## config.mk

```make
export PLATFORM = sky130hd
export DESIGN_NAME = pixel_stream_packer
export DESIGN_NICKNAME = d
export VERILOG_FILES = /design/src/rtl/video_pkg.sv /design/src/rtl/stream_skid_buffer.sv /design/src/rtl/pixel_stream_packer.sv
export SDC_FILE = /design/constraint.sdc
export NUM_CORES = 1
export LEC_CHECK = 0
export CAP_MARGIN = 20
export CORE_ASPECT_RATIO = 2
export CORE_MARGIN = 8
export CORE_UTILIZATION = 30
export CTS_CLUSTER_SIZE = 25
export DETAILED_ROUTE_END_ITERATION = 16
export PLACE_DENSITY = 0.51
export SLEW_MARGIN = 15
export SYNTH_ARGS = -nofsm -noshare
export SYNTH_HDL_FRONTEND = slang
export SYNTH_SLANG_ARGS = --single-unit
export TNS_END_PERCENT = 100
```

## constraint.sdc

```tcl
create_clock -name clk -period 3.5 [get_ports clk]
set_input_delay 0.35 -clock clk [delete_from_list [all_inputs] [get_ports clk]]
set_output_delay 0.35 -clock clk [all_outputs]
set_load 0.01 [all_outputs]
```

## src/rtl/video_pkg.sv

```systemverilog
// +-----------------------------------------------------------------------------+
// | video_pkg : shared types and constants for the pixel stream packer          |
// | Rev 1.0   : initial release                                                 |
// +-----------------------------------------------------------------------------+
`default_nettype none

package video_pkg;

  localparam int DEFAULT_RGB_SIZE      = 24;
  localparam int DEFAULT_SCREEN_WIDTH  = 640;
  localparam int DEFAULT_SCREEN_HEIGHT = 480;
  localparam int DEFAULT_CNT_WIDTH     = 32;

  typedef struct packed {
    logic [DEFAULT_RGB_SIZE-1:0] colour;
    logic                        sop;
    logic                        eop;
  } pix_beat_t;

  typedef enum logic [0:0] {
    SYNC   = 1'b0,
    ACTIVE = 1'b1
  } packer_state_e;

  localparam int ERR_W             = 3;
  localparam int ERR_ORPHAN        = 0;
  localparam int ERR_EARLY_FIRST   = 1;
  localparam int ERR_FLAG_MISMATCH = 2;

  localparam int DROP_W = 16;

endpackage : video_pkg

`default_nettype wire

```

## src/rtl/stream_skid_buffer.sv

```systemverilog
// +-----------------------------------------------------------------------------+
// | stream_skid_buffer : 2-entry valid/ready buffer with a registered in_ready  |
// | Rev 1.0            : initial release                                        |
// +-----------------------------------------------------------------------------+
`default_nettype none

module stream_skid_buffer
  import video_pkg::*;
#(
  parameter int DATA_W = $bits(pix_beat_t)
) (
  input  logic              clk,
  input  logic              reset_n,
  input  logic              in_valid,
  output logic              in_ready,
  input  logic [DATA_W-1:0] in_data,
  output logic              out_valid,
  input  logic              out_ready,
  output logic [DATA_W-1:0] out_data
);

  logic [DATA_W-1:0] mem_q [2];
  logic              wr_ptr_q, wr_ptr_d;
  logic              rd_ptr_q, rd_ptr_d;
  logic [1:0]        count_q, count_d;
  logic              ready_q, ready_d;
  logic              wr_en;
  logic              rd_en;

  assign wr_en     = in_valid && ready_q;
  assign rd_en     = (count_q != 2'd0) && out_ready;
  assign in_ready  = ready_q;
  assign out_valid = (count_q != 2'd0);
  assign out_data  = mem_q[rd_ptr_q];

  always_comb begin
    count_d  = count_q;
    wr_ptr_d = wr_ptr_q;
    rd_ptr_d = rd_ptr_q;
    if (wr_en) begin
      wr_ptr_d = ~wr_ptr_q;
    end
    if (rd_en) begin
      rd_ptr_d = ~rd_ptr_q;
    end
    unique case ({wr_en, rd_en})
      2'b10:   count_d = count_q + 2'd1;
      2'b01:   count_d = count_q - 2'd1;
      default: count_d = count_q;
    endcase
    // Ready looks one cycle ahead so it can come straight from a flop.
    ready_d = (count_d != 2'd2);
  end

  always_ff @(posedge clk or negedge reset_n) begin
    if (!reset_n) begin
      mem_q[0] <= '0;
      mem_q[1] <= '0;
      wr_ptr_q <= 1'b0;
      rd_ptr_q <= 1'b0;
      count_q  <= 2'd0;
      ready_q  <= 1'b0;
    end else begin
      if (wr_en) begin
        mem_q[wr_ptr_q] <= in_data;
      end
      wr_ptr_q <= wr_ptr_d;
      rd_ptr_q <= rd_ptr_d;
      count_q  <= count_d;
      ready_q  <= ready_d;
    end
  end

endmodule : stream_skid_buffer

`default_nettype wire

```

## src/rtl/pixel_stream_packer.sv

```systemverilog
// +-----------------------------------------------------------------------------+
// | pixel_stream_packer : re-frames pixel beats into an sop/eop video packet    |
// | Rev 1.0             : initial release                                       |
// +-----------------------------------------------------------------------------+
`default_nettype none

module pixel_stream_packer
  import video_pkg::*;
#(
  parameter int RGB_SIZE      = DEFAULT_RGB_SIZE,
  parameter int SCREEN_WIDTH  = DEFAULT_SCREEN_WIDTH,
  parameter int SCREEN_HEIGHT = DEFAULT_SCREEN_HEIGHT,
  parameter int CNT_WIDTH     = DEFAULT_CNT_WIDTH
) (
  input  logic                clk,
  input  logic                reset_n,
  input  logic                in_valid,
  output logic                in_ready,
  input  logic [RGB_SIZE-1:0] in_colour,
  input  logic                in_first,
  input  logic                in_last_x,
  input  logic                in_last_y,
  output logic                out_valid,
  input  logic                out_ready,
  output logic [RGB_SIZE-1:0] out_data,
  output logic                out_sop,
  output logic                out_eop,
  output logic                frame_done,
  output logic [ERR_W-1:0]    err_flags,
  output logic [DROP_W-1:0]   drop_count
);

  localparam int                   BEAT_W       = RGB_SIZE + 2;
  localparam logic [CNT_WIDTH-1:0] X_LAST       = CNT_WIDTH'(SCREEN_WIDTH - 1);
  localparam logic [CNT_WIDTH-1:0] Y_LAST       = CNT_WIDTH'(SCREEN_HEIGHT - 1);
  localparam longint unsigned      FRAME_PIXELS = longint'(SCREEN_WIDTH) * longint'(SCREEN_HEIGHT);

  generate
    if ((CNT_WIDTH < 64) && (FRAME_PIXELS > (64'd1 << CNT_WIDTH))) begin : g_size_check
      $error("pixel_stream_packer: SCREEN_WIDTH*SCREEN_HEIGHT does not fit in CNT_WIDTH");
    end
  endgenerate

  packer_state_e        state_q, state_d;
  logic [CNT_WIDTH-1:0] xcnt_q, xcnt_d;
  logic [CNT_WIDTH-1:0] ycnt_q, ycnt_d;
  logic [CNT_WIDTH-1:0] pos_x, pos_y;
  logic [ERR_W-1:0]     err_q, err_d;
  logic [DROP_W-1:0]    drop_q, drop_d;
  logic                 frame_done_q;

  logic                 accept;
  logic                 fwd;
  logic                 beat_sop;
  logic                 beat_eop;
  logic                 pos_x_last;
  logic                 pos_frame_last;
  logic                 skid_in_ready;
  logic                 skid_out_valid;
  logic [BEAT_W-1:0]    skid_out_data;

  assign accept = in_valid && skid_in_ready;

  always_comb begin
    state_d  = state_q;
    xcnt_d   = xcnt_q;
    ycnt_d   = ycnt_q;
    err_d    = err_q;
    drop_d   = drop_q;
    fwd      = 1'b0;
    beat_sop = 1'b0;
    beat_eop = 1'b0;

    // In SYNC the next forwarded beat can only be the frame origin.
    pos_x          = (state_q == ACTIVE) ? xcnt_q : '0;
    pos_y          = (state_q == ACTIVE) ? ycnt_q : '0;
    pos_x_last     = (pos_x == X_LAST);
    pos_frame_last = pos_x_last && (pos_y == Y_LAST);

    if (accept) begin
      if ((state_q == SYNC) && !in_first) begin
        err_d[ERR_ORPHAN] = 1'b1;
        if (drop_q != {DROP_W{1'b1}}) begin
          drop_d = drop_q + DROP_W'(1);
        end
      end else if ((state_q == ACTIVE) && in_first) begin
        err_d[ERR_EARLY_FIRST] = 1'b1;
        xcnt_d                 = '0;
        ycnt_d                 = '0;
        state_d                = SYNC;
      end else begin
        fwd      = 1'b1;
        beat_sop = (state_q == SYNC);
        beat_eop = pos_frame_last;
        if ((in_last_x != pos_x_last) || (in_last_y != pos_frame_last)) begin
          err_d[ERR_FLAG_MISMATCH] = 1'b1;
        end
        if (pos_frame_last) begin
          xcnt_d  = '0;
          ycnt_d  = '0;
          state_d = SYNC;
        end else if (pos_x_last) begin
          xcnt_d  = '0;
          ycnt_d  = pos_y + CNT_WIDTH'(1);
          state_d = ACTIVE;
        end else begin
          xcnt_d  = pos_x + CNT_WIDTH'(1);
          ycnt_d  = pos_y;
          state_d = ACTIVE;
        end
      end
    end
  end

  always_ff @(posedge clk or negedge reset_n) begin
    if (!reset_n) begin
      state_q      <= SYNC;
      xcnt_q       <= '0;
      ycnt_q       <= '0;
      err_q        <= '0;
      drop_q       <= '0;
      frame_done_q <= 1'b0;
    end else begin
      state_q      <= state_d;
      xcnt_q       <= xcnt_d;
      ycnt_q       <= ycnt_d;
      err_q        <= err_d;
      drop_q       <= drop_d;
      frame_done_q <= skid_out_valid && out_ready && skid_out_data[0];
    end
  end

  stream_skid_buffer #(
    .DATA_W (BEAT_W)
  ) u_skid (
    .clk       (clk),
    .reset_n   (reset_n),
    .in_valid  (accept && fwd),
    .in_ready  (skid_in_ready),
    .in_data   ({in_colour, beat_sop, beat_eop}),
    .out_valid (skid_out_valid),
    .out_ready (out_ready),
    .out_data  (skid_out_data)
  );

  assign in_ready   = skid_in_ready;
  assign out_valid  = skid_out_valid;
  assign out_data   = skid_out_data[BEAT_W-1:2];
  assign out_sop    = skid_out_data[1];
  assign out_eop    = skid_out_data[0];
  assign frame_done = frame_done_q;
  assign err_flags  = err_q;
  assign drop_count = drop_q;

endmodule : pixel_stream_packer

`default_nettype wire

```

==> out/metrics.cfg <==
[run_status]
outcome = finished clean

[setup_path]
critical_path_class = flip-flop to flip-flop
start_kind = flip-flop
crit_arrival_ns = 3.39
crit_path_end_kind = flip-flop
cp.required_ns = 3.80
cp_max_fo = 23
reg2reg_depth = 7

[finish]
syn_to_final_growth_pct = 25.2
final_net_count = 886
post_route_cells_drive_above_1_share_pct = 17.2
diodes = 0

[timing]
setup_viol = 0
period_needed_ns = 3.08
worst_slack_ns = 0.416
rsz0062_at_grt = no
setup-tns-final_ns = 0
slew_headroom_pct = 49.7
hold_slack_ns = 0.458
timing.final.crit_share_pct = 88.1
slew_viol_final = 0
max_freq_ghz = 0.324
clock_skew_ns = 0.00684
final_hold_viol_count = 0
tightestPinTransition_ns = 0.755

[global_routing]
grt_pass1_wl_microns = 35200
grt_util_met2_pct = 28.8
grt_start_max_net_pins = 76
grtUsageTotal_pct = 14.9
grt_use_met3_pct = 2.66
gr-usage-met1_pct = 14.7
grt_overflow = 0
top_usage_layer = met2
grt_antenna_before_repair = 0
grt_pass1_vias = 6419

[route]
ant_nets = 0
first_iter_violations = 334
drt-wirelength-per-cell_microns = 18.6
wirelength_microns = 22100
first_pass_iters = 5
vias = 6257
vias_per_cell = 5.24
drc = 0

[logic_synthesis]
synth_edf_count = 0
synth.ff_latch_count = 142
syn_inst = 761
yosys_warnings = 0
ys_seq_area_share_pct = 47.7
ys.flop_type = dfrtp_1
syn_area_sq_um = 7460
ys_async_sr_fraction_pct = 100
syn_nets = 799
ys_types = 54
synth_commonest_cells = dfrtp_1 (142), nand2_1 (106), mux2_2 (77)
syn_area_per_cell_sq_um = 9.80
synth.most_common_cell = dfrtp_1
netlist_top_cells_area = dfrtp_1 (48%), mux2_2 (12%), nand2_1 (5.3%)
yosysTopAreaCellShare_pct = 47.7
yosys.area.top_type = dfrtp_1

[place]
pre_cts_ws_ns = 0.433
portBuffers = 78
dp_hpwl_microns = 15800
gp_congestion = 0.860

[cts]
cts_tree = built
cts_htree_levels = 4
clockRootBuffer = clkbuf_16
post_cts_resized = 0
cts_setup_buffers = 0
cts_buffer_depth = 2
clk_pin_slew_ns = 0.06
insertion_delay_ns = 0.43
cts_num_sinks = 142
cts_buffers = 17
cts_hold_buf = 1

[die]
start_util_pct = 30.5
fp.dieW_microns = 127
ios = 79
fp.dieH_microns = 239
core_sq_um = 24400
fp-row-count = 81
dieArea_sq_um = 30500

[power]
powerDensity_nw_per_um2 = 688
vdd_drop_max_mv = 0.359
p_leak_nw = 3.79

[run]
drv_cap = 0

[hold_path]
hold_depth = 1
worst_hold_path_type = flip-flop to flip-flop

## layout by cell type (no fill, tap or decap), types with 17 or more instances in the layout
cell type        instances
and3_1                  17
nor4_1                  23
clkbuf_16               17
a21oi_1                 23
mux2_2                  77
inv_1                   23
dfrtp_1                141
nand3_1                 46
buf_4                   23
clkdlybuf4s50_1         77
nor3_1                  19
nand2_1                106
nand4_1                 23
nor2_1                  27
o21ai_0                 48
## sequential cells by signal, indices dropped and copies added, names as in the netlist
name,count
u_skid.count_q,2
u_skid.wr_ptr_q,1
ycnt_q,32
u_skid.mem_q,52
u_skid.rd_ptr_q,1
frame_done,1
xcnt_q,32
drop_count,16
u_skid.in_ready,1
state_q,1
err_flags,3
## kinds of logic after synthesis
family / count (synthesis) / synth area share [%]
compound gates: 152 / 13.3
xor+xnor: 27 / 3.17
fa+ha+maj: 7 / 1.17
buf+inv: 58 / 3.14
flops: 142 / 47.7
mux: 77 / 11.6
simple gates: 298 / 19.9
## layout make-up
type	count	area (sq um)
Fill cell	2412	15100
Clock inverter	13	164
Inverter	23	86.3
Multi-Input combinational cell	561	3690
Clock buffer	19	443
Sequential cell	142	3550
Timing Repair Buffer	103	985
Tap cell	332	415
## per-layer routing
layer / vias up / share of wire (%)
met5: - / 0
met4: 0 / 3.3
met3: 46 / 3.6
met2: 157 / 56
met1: 3081 / 37
li1: 2973 / -
## power breakdown
group	leakage, nW	total, mW	switching [mW]	internal [mW]
Sequential	1.84	2.27	0.243	2.03
Combinational	1.67	2.28	1.08	1.19
Clock	0.282	1.87	0.733	1.14
Total	3.79	6.42	2.06	4.36
## worst max-delay path, stage by stage, from the launching register on
cell and delay (ns):
dfrtp_1 0.44, or4_1 0.54, or4_1 0.55, or4_4 0.57, o21a_1 0.26, buf_4 0.25
nor2_1 0.21, o22ai_1 0.13
## path summary, 6_finish.rpt
check | start | to | slack, ns
setup / recovery | ycnt_q[22] | ycnt_q[2] | 0.42
min in group asynchronous | reset_n | drop_count[7] | 0.48
hold / removal | err_flags[1] | err_flags[1] | 0.46
setup reg to reg | ycnt_q[22] | ycnt_q[2] | 0.42
max in group asynchronous | reset_n | ycnt_q[1] | 2.03
hold reg to reg | err_flags[1] | err_flags[1] | 0.46
## per-stage QoR
step	cell area (sq um)	util, %	instances	total power, mW
3_5_place_dp	8720	35.7	1160	4.62
3_3_place_gp	8720	35.7	1160	4.60
2_1_floorplan	7460	-	761	3.59
5_1_grt	9340	38.2	1193	6.79
6_report	9340	38.2	1193	6.42
4_1_cts	9340	38.2	1193	6.53
No activity file was read; power rests on OpenSTA's default activity.
